[src/rtl/phy_tx_lanes_if.sv]
// Upstream word handshake into the lane transmitter: word, valid and FIFO-ready.
interface phy_tx_lanes_if;
  logic [31:0] data_in;
  logic        valid_in;
  logic        ready_out;

  modport master (output data_in, output valid_in, input ready_out);
  modport slave  (input data_in, input valid_in, output ready_out);
endinterface

[src/rtl/phy_tx_lanes.sv]
// Single-clock PHY transmit path: word FIFO, byte striping across LANES lanes,
// MSB-first serialisation per lane with IDLE_SYM fill when nothing is queued.
module phy_tx_lanes #(
  parameter int          LANES    = 2,
  parameter int          DEPTH    = 4,
  parameter logic [7:0]  IDLE_SYM = 8'hBC
) (
  input  logic                     clk_32f,
  input  logic                     reset,
  phy_tx_lanes_if.slave            tx,
  output logic [LANES-1:0]         data_out,
  output logic                     active_out,
  output logic                     overflow_err,
  output logic [$clog2(DEPTH):0]   fifo_level
);

  localparam int W  = 32 / LANES;
  localparam int NB = 4 / LANES;
  localparam int CW = $clog2(W);
  localparam int AW = $clog2(DEPTH);

  generate
    if (!(LANES == 1 || LANES == 2 || LANES == 4)) begin : g_bad_lanes
      $error("phy_tx_lanes: LANES must be 1, 2 or 4");
    end
    if (DEPTH < 2 || (DEPTH & (DEPTH - 1)) != 0) begin : g_bad_depth
      $error("phy_tx_lanes: DEPTH must be a power of 2 and at least 2");
    end
  endgenerate

  logic [31:0]   mem [DEPTH];
  logic [AW-1:0] wr_ptr;
  logic [AW-1:0] rd_ptr;
  logic [CW-1:0] slot_cnt;
  logic [W-1:0]  sreg [LANES];
  logic          last;
  logic          have_word;
  logic          push;
  logic          pop;

  // Byte k lands on lane k mod LANES; earlier bytes occupy the more significant bits.
  function automatic logic [W-1:0] stripe(input logic [31:0] w, input int l);
    logic [W-1:0] v;
    int           k;
    v = '0;
    for (int j = 0; j < NB; j++) begin
      k = l + j * LANES;
      v[W-1-8*j -: 8] = w[31-8*k -: 8];
    end
    return v;
  endfunction

  assign last         = (slot_cnt == CW'(W - 1));
  assign have_word    = (fifo_level != '0);
  assign tx.ready_out = (fifo_level < (AW + 1)'(DEPTH));
  assign push         = tx.valid_in && tx.ready_out;
  assign pop          = last && have_word;

  always_comb begin
    data_out = '0;
    for (int l = 0; l < LANES; l++) data_out[l] = sreg[l][W-1];
  end

  always_ff @(posedge clk_32f) begin
    if (push) mem[wr_ptr] <= tx.data_in;
  end

  always_ff @(posedge clk_32f) begin
    if (reset) begin
      slot_cnt     <= '0;
      wr_ptr       <= '0;
      rd_ptr       <= '0;
      fifo_level   <= '0;
      active_out   <= 1'b0;
      overflow_err <= 1'b0;
      for (int l = 0; l < LANES; l++) sreg[l] <= {NB{IDLE_SYM}};
    end else begin
      slot_cnt <= last ? '0 : slot_cnt + 1'b1;

      // All lanes reload together at the slot boundary so words stay lane-aligned.
      if (last) begin
        active_out <= have_word;
        for (int l = 0; l < LANES; l++)
          sreg[l] <= have_word ? stripe(mem[rd_ptr], l) : {NB{IDLE_SYM}};
      end else begin
        for (int l = 0; l < LANES; l++) sreg[l] <= {sreg[l][W-2:0], 1'b0};
      end

      if (push) wr_ptr <= wr_ptr + 1'b1;
      if (pop)  rd_ptr <= rd_ptr + 1'b1;

      if (push && !pop)      fifo_level <= fifo_level + 1'b1;
      else if (pop && !push) fifo_level <= fifo_level - 1'b1;

      if (tx.valid_in && !tx.ready_out) overflow_err <= 1'b1;
    end
  end

endmodule

[src/flat_wrapper.sv]
// flat-port wrapper written by rule: the top's interface ports become plain ports
module phy_tx_lanes_flat 
#(
  parameter int          LANES    = 2,
  parameter int          DEPTH    = 4,
  parameter logic [7:0]  IDLE_SYM = 8'hBC
)
  (clk_32f, reset, data_out, active_out, overflow_err, fifo_level, tx_data_in, tx_valid_in, tx_ready_out);
  phy_tx_lanes_if tx_i ();
  input  logic clk_32f;
  input  logic reset;
  output logic [LANES-1:0] data_out;
  output logic active_out;
  output logic overflow_err;
  output logic [$clog2(DEPTH):0] fifo_level;
  input wire logic [$bits(tx_i.data_in)-1:0] tx_data_in;
  input wire logic [$bits(tx_i.valid_in)-1:0] tx_valid_in;
  output wire logic [$bits(tx_i.ready_out)-1:0] tx_ready_out;
  assign tx_i.data_in = tx_data_in;
  assign tx_i.valid_in = tx_valid_in;
  assign tx_ready_out = tx_i.ready_out;
  phy_tx_lanes #(.LANES(LANES), .DEPTH(DEPTH), .IDLE_SYM(IDLE_SYM)) u_core (.clk_32f(clk_32f), .reset(reset), .tx(tx_i), .data_out(data_out), .active_out(active_out), .overflow_err(overflow_err), .fifo_level(fifo_level));
endmodule
[config.mk]
export PLATFORM = sky130hd
export DESIGN_NAME = phy_tx_lanes_flat
export DESIGN_NICKNAME = d
export VERILOG_FILES = /design/src/rtl/phy_tx_lanes_if.sv /design/src/rtl/phy_tx_lanes.sv /design/src/flat_wrapper.sv
export SDC_FILE = /design/constraint.sdc
export NUM_CORES = 1
export LEC_CHECK = 0
export BUFFER_PORTS_ARGS = -buffer_cell sky130_fd_sc_hd__buf_2
export CAP_MARGIN = 20
export CORE_MARGIN = 3
export CORE_UTILIZATION = 50
export DETAILED_ROUTE_END_ITERATION = 8
export GPL_TIMING_DRIVEN = 0
export PLACE_DENSITY = 0.68
export SKIP_CTS_REPAIR_TIMING = 1
export SLEW_MARGIN = 25
export SYNTH_ARGS = -nofsm -noshare
export SYNTH_HDL_FRONTEND = slang
export SYNTH_SLANG_ARGS = --single-unit
[constraint.sdc]
create_clock -name clk_32f -period 4.2 [get_ports clk_32f]
set_input_delay 0.42 -clock clk_32f [delete_from_list [all_inputs] [get_ports clk_32f]]
set_output_delay 0.42 -clock clk_32f [all_outputs]
set_load 0.005 [all_outputs]
==> Yosys cells after proc, flatten, opt, wreduce, memory -nomap -nowiden <==
Memory sizes are Yosys's and may differ from the RTL's. A register that Yosys moved wholly into a read port is not among the register bits.
Cells that the tools add are included.
{ "word_totals": {"word_cells": 50, "ramBits": 160, "output_inout_bits": 8, "inputBits": 35, "ff_bits": 13, "mem_count": 2} }
{ "op_classes": {"n_bitwise": 4, "add_sub_neg": 5, "n_reduce_logical": 11, "n_eq_ne": 1, "muxes": 20, "n_lt_le_gt_ge": 1} }
{ "memory_table": {"columns": ["memory", "depth", "word_bits", "read_ports", "rd_clocked_by_memory_dff", "write_ports", "line", "text"], "rows": [
  ["u_core.mem", 4, 32, 1, 1, 1, "phy_tx_lanes.sv:31", "logic [31:0] mem [DEPTH];"],
  ["u_core.sreg", 2, 16, 2, 0, 2, "phy_tx_lanes.sv:35", "logic [W-1:0] sreg [LANES];"]
]} }
{ "ops": {"columns": ["operator", "n"], "rows": [
  ["$mux W16", 6],
  ["$mux W1", 10],
  ["$mux W3", 2],
  ["$logic_and A1 B1 Y1", 5],
  ["$add A2 B1 Y2 const B", 2],
  ["$add A4 B1 Y4 const B", 1],
  ["$eq A4 B4 Y1 const B", 1],
  ["$mux W2", 2],
  ["$or A1 B1 Y1", 4],
  ["$add A3 B1 Y3 const B", 1],
  ["$logic_not A1 Y1", 3],
  ["$lt A3 B3 Y1 const B", 1],
  ["$reduce_bool A3 Y1", 1],
  ["$sub A3 B1 Y3 const B", 1],
  ["$reduce_bool A2 Y1", 1],
  ["$reduce_or A2 Y1", 1]
]} }

==> Longest topological paths before layout <==
{ "logic_depth": {"ltp_word": 6, "ltp_mapped": 9, "depth_no_buf": 9} }

==> Worst setup path before layout <==
No wires, ideal clock.
{ "synth_timing": {"kind": "reg-to-reg", "start": "register u_core.fifo_level[2]", "end": "register u_core.fifo_level[2]", "stages_incl_launch_ff": 9, "slack_ns": 2.161, "required_time_ns": 4.129, "arrival_ns": 1.968, "path_buffers": 0, "setup_ns": 0.071, "period_less_slack_ns": 2.039, "cell_sequence": "dfxtp_1 -> nor3_2 -> or2_2 -> ha_1 -> inv_1 -> fa_1 -> xor2_1 -> or3_1 -> a21oi_1"} }
{ "synth_via": {"elab_chain_cells": 5, "word_cells_on_any_way": 13, "cone_classes": "2 x add/sub; 1 x order compare; 2 x mux; 8 x reduce/logical"} }
{ "synth_rtl": {"columns": ["item", "line", "text"], "rows": [
  ["start, declared", "phy_tx_lanes.sv:14", "output logic [$clog2(DEPTH):0] fifo_level"],
  ["start signal, assigned", "phy_tx_lanes.sv:92", "if (push && !pop) fifo_level <= fifo_level + 1'b1;"],
  ["start signal, assigned", "phy_tx_lanes.sv:93", "else if (pop && !push) fifo_level <= fifo_level - 1'b1;"],
  ["$lt A3 B3 Y1 / $reduce_bool A3 Y1 (equally long branches)", "phy_tx_lanes.sv:55, phy_tx_lanes.sv:54", null],
  ["$logic_and A1 B1 Y1 (on tied branches)", "phy_tx_lanes.sv:56, phy_tx_lanes.sv:57", null],
  ["$logic_not A1 Y1 (on tied branches)", "phy_tx_lanes.sv:93, phy_tx_lanes.sv:92", null],
  ["$logic_and A1 B1 Y1 (on tied branches)", "phy_tx_lanes.sv:93, phy_tx_lanes.sv:92", null],
  ["$reduce_bool A2 Y1 (no line) / $mux W3 (equally long branches)", null, null]
]} }
Several ways; a longest one is shown, not always the timed one. The select of a mux whose other input is x is not followed.
A chain may end at the register's enable or synchronous reset.

==> Worst setup path in the final report <==
Same ends and word-level chain as after synthesis.

==> impl_metrics.py <==
metrics = {
    "setup_path": {
        "worstRegToRegCells": 8,
        "cp_data_required_time_ns": 4.55,
        "endpoint_kind": "flop",
        "crit_type": "flop to flop",
        "cp_max_fo": 7,
        "rr_endpoint": "u_core.fifo_level[2]$_SDFFE_PP0P_",
        "reg2reg_setup_slack_ns": 1.96,
        "crit_start": "u_core.fifo_level[2]$_SDFFE_PP0P_",
        "cp-start-kind": "flop",
        "crit_arrival_ns": 2.59,
        "endpoint": "u_core.fifo_level[2]$_SDFFE_PP0P_",
        "regToRegStartpoint": "u_core.fifo_level[2]$_SDFFE_PP0P_",
    },
    "yosys": {
        "syn_area_sq_um": 6640,
        "yosysWarnings": 0,
        "synth_cell_types": 37,
        "syn_area_per_cell_sq_um": 21.4,
        "ys_seq_elements": 175,
        "synth.yosys.seq_area_share_pct": 76.9,
        "synthCells": 311,
    },
    "place": {
        "dp_hpwl_um": 6930,
        "numPortBuffers": 42,
        "finalWeightedCongestion": 0.722,
        "place_inst": 560,
    },
    "clocking": {
        "cts_root_buf": "clkbuf_16",
        "path_clk_slew_ns": 0.06,
        "clockBufferDepth": 2,
        "insertion_delay_ns": 0.42,
        "cts_sinks": 175,
        "cts_buffers": 17,
        "htree_levels": 4,
        "cts_tree": "built",
    },
    "route": {
        "drt.antenna.violating_nets": 0,
        "vias": 3079,
        "drc": 0,
        "drt_iter0_drc": 145,
        "dr.pass1.iters": 4,
        "wl_per_cell_um": 18.5,
        "drt-vias-per-instance": 5.22,
        "routed_wl_um": 10900,
    },
    "layout": {
        "nets": 449,
        "n_fill_cell": 960,
        "syn2layout_area_growth_pct": 18.4,
        "instances_no_fill": 590,
        "n_antenna_cell": 0,
        "drive_above_1_share_pct": 30.4,
    },
    "worst_hold_path": {
        "min_delay_path_depth": 1,
        "holdCritStartpoint": "tx_data_in[3]",
        "hp-class": "input pin to flop",
    },
    "floorplan": {
        "die_h_um": 121,
        "pin_count": 43,
        "fp-row-count": 41,
        "fp.dieArea_sq_um": 14700,
        "die_w_um": 121,
        "start_util_pct": 51.8,
        "core-area_sq_um": 12800,
    },
    "sta": {
        "slew_headroom_pct": 56.3,
        "worstMarginPinSlew_ns": 0.656,
        "hold_violations": 0,
        "fin_crit_sh_pct": 53.3,
        "tns_ns": 0,
        "fin_skew_ns": 0.00601,
        "fin_crit_ns": 2.24,
        "rsz0062_at_grt": "no",
        "fmax_mhz": 446,
        "final_max_slew_viol_count": 0,
        "setup-violations-final": 0,
    },
    "grt": {
        "antenna_found_initial": 2,
        "grt_pass1_wl_um": 17600,
        "grt-ovfl-total": 0,
        "grt_max_degree": 24,
        "grt_usage_pct": 16.8,
        "grt_pass1_vias": 3273,
    },
    "flow_run": {
        "cap_violations": 0,
    },
    "power": {
        "powerDensity_nw_per_um2": 504,
        "peakVddDrop_uv": 312,
        "p_leak_nw": 2.67,
    },
    "run_status": {
        "status": "finished, final reports clean",
    },
}
==> placed cells by master (no fill, tap or decap), drive strengths merged, types with 2 or more instances in the layout <==
master / Yosys / final
ha: 6 / 6
o22a: 20 / 20
or3: 3 / 3
buf: 13 / 59
o21ai: 2 / 2
and2: 7 / 7
clkbuf: 4 / 23
nand3: 2 / 2
mux2i: 2 / 2
nor3: 2 / 2
xnor2: 2 / 2
a22o: 10 / 10
clkinv: 0 / 5
mux4: 32 / 32
nand2: 2 / 2
conb: 1 / 32
xor2: 3 / 3
bufinv: 0 / 4
nor2: 8 / 8
edfxtp: 160 / 160
inv: 5 / 6
a21oi: 5 / 5
dfxtp: 15 / 15
==> per-stage QoR <==
stage / instance area, sq um / hold slack (ns) / setup WS, ns / power [mW] / utilization (%)
final: 7870 / 0.209 / 1.96 / 3.96 / 61.3
after global routing: 7870 / 0.193 / 1.83 / 4.12 / 61.3
after CTS: 7870 / 0.186 / 1.94 / 4.01 / 61.3
after detailed placement: 7270 / 0.440 / 1.93 / 2.41 / 56.7
after global placement: 7180 / 0.429 / 1.34 / 2.38 / 56.0
after floorplan: 6760 / 0.418 / 2.16 / 2.28 / -
==> routing by layer <==
metal / wire length [um] / track usage (%) / up-vias
li1: - / - / 1441
met1: 4680 / 20.6 / 1558
met2: 5580 / 27.6 / 53
met3: 438 / 4.62 / 23
met4: 227 / 7.98 / 4
met5: 15 / 0 / -
==> area by class of cell <==
type | instances | area (sq um) | area share, %
multi-input combinational | 145 | 1490 | 18.9
timing repair buffer | 46 | 290 | 3.69
clock inverter | 11 | 165 | 2.10
tap | 172 | 215 | 2.74
buffer | 17 | 149 | 1.89
sequential | 175 | 5100 | 64.9
clock buffer | 19 | 433 | 5.50
inverter | 5 | 18.8 | 0.239
==> state kept, by name (all words and copies together), names as in the netlist, named ones only <==
| name | count |
|---|---|
| u_core.slot_cnt | 4 |
| u_core.overflow_err | 1 |
| u_core.fifo_level | 3 |
| u_core.active_out | 1 |
| u_core.mem | 128 |
| u_core.rd_ptr | 2 |
| u_core.wr_ptr | 2 |
| u_core.sreg | 32 |
==> kinds of logic after synthesis <==
logic type      count (synthesis)  synth area share, %
simple gates                   28                 2.47
flops                         175                 76.9
fa+ha+maj                       7                 1.43
mux                            34                 11.3
other cells                     1               0.0565
buf+inv                        22                 2.52
xor+xnor                        5                0.660
compound gates                 39                 4.71
==> how the worst min path moves through the flow <==
| stage | end | slack [ns] |
|---|---|---|
| final | u_core.mem[3][3]$_DFFE_PP_ | 0.21 |
| after global routing | u_core.mem[0][4]$_DFFE_PP_ | 0.19 |
| after CTS | u_core.mem[2][31]$_DFFE_PP_ | 0.19 |
| after detailed placement | u_core.slot_cnt[0]$_SDFF_PN0_ | 0.44 |
| after global placement | u_core.slot_cnt[0]$_SDFF_PN0_ | 0.43 |
| after floorplan | u_core.slot_cnt[0]$_SDFF_PN0_ | 0.42 |
==> critical path, cell delays in order (launching register included) <==
cell and delay, ns:
dfxtp_1 0.36, nor3_2 0.41, or2_2 0.19, ha_1 0.17, inv_1 0.06, fa_1 0.38, xor2_1 0.18, or3_1 0.30
a21oi_1 0.13
==> cells in the mapped netlist <==
cell type | count | area share [%]
a21oi_1 | 5 | 0.38
a22o_1 | 10 | 1.3
a31oi_1 | 1 | 0.094
and2_1 | 7 | 0.66
buf_12 | 3 | 0.90
buf_2 | 5 | 0.38
buf_4 | 2 | 0.23
buf_6 | 3 | 0.51
clkbuf_1 | 4 | 0.23
conb_1 | 1 | 0.056
dfxtp_1 | 15 | 4.5
edfxtp_1 | 160 | 72
fa_1 | 1 | 0.30
ha_1 | 6 | 1.1
inv_1 | 5 | 0.28
mux2i_1 | 2 | 0.30
mux4_1 | 2 | 0.79
mux4_2 | 30 | 10
nand2_1 | 2 | 0.11
nand3_1 | 1 | 0.075
nand3_2 | 1 | 0.15
nor2_1 | 8 | 0.45
nor2b_1 | 1 | 0.094
nor3_1 | 1 | 0.075
nor3_2 | 1 | 0.15
o21ai_0 | 2 | 0.15
o22a_1 | 19 | 2.5
o22a_2 | 1 | 0.15
o31ai_1 | 1 | 0.11
or2_2 | 1 | 0.094
or2b_1 | 1 | 0.11
or3_1 | 1 | 0.094
or3_2 | 1 | 0.11
or3_4 | 1 | 0.17
or4_1 | 1 | 0.11
xnor2_1 | 2 | 0.26
xor2_1 | 3 | 0.40
==> where the power goes <==
part           switching (mW)  internal (mW)  leakage, nW  total, mW
clock network           0.609          0.986        0.293       1.60
registers              0.0398           2.05         1.59       2.09
logic                   0.158          0.124        0.788      0.282
total                   0.807           3.16         2.67       3.96
(Power assumes the default switching activity.)
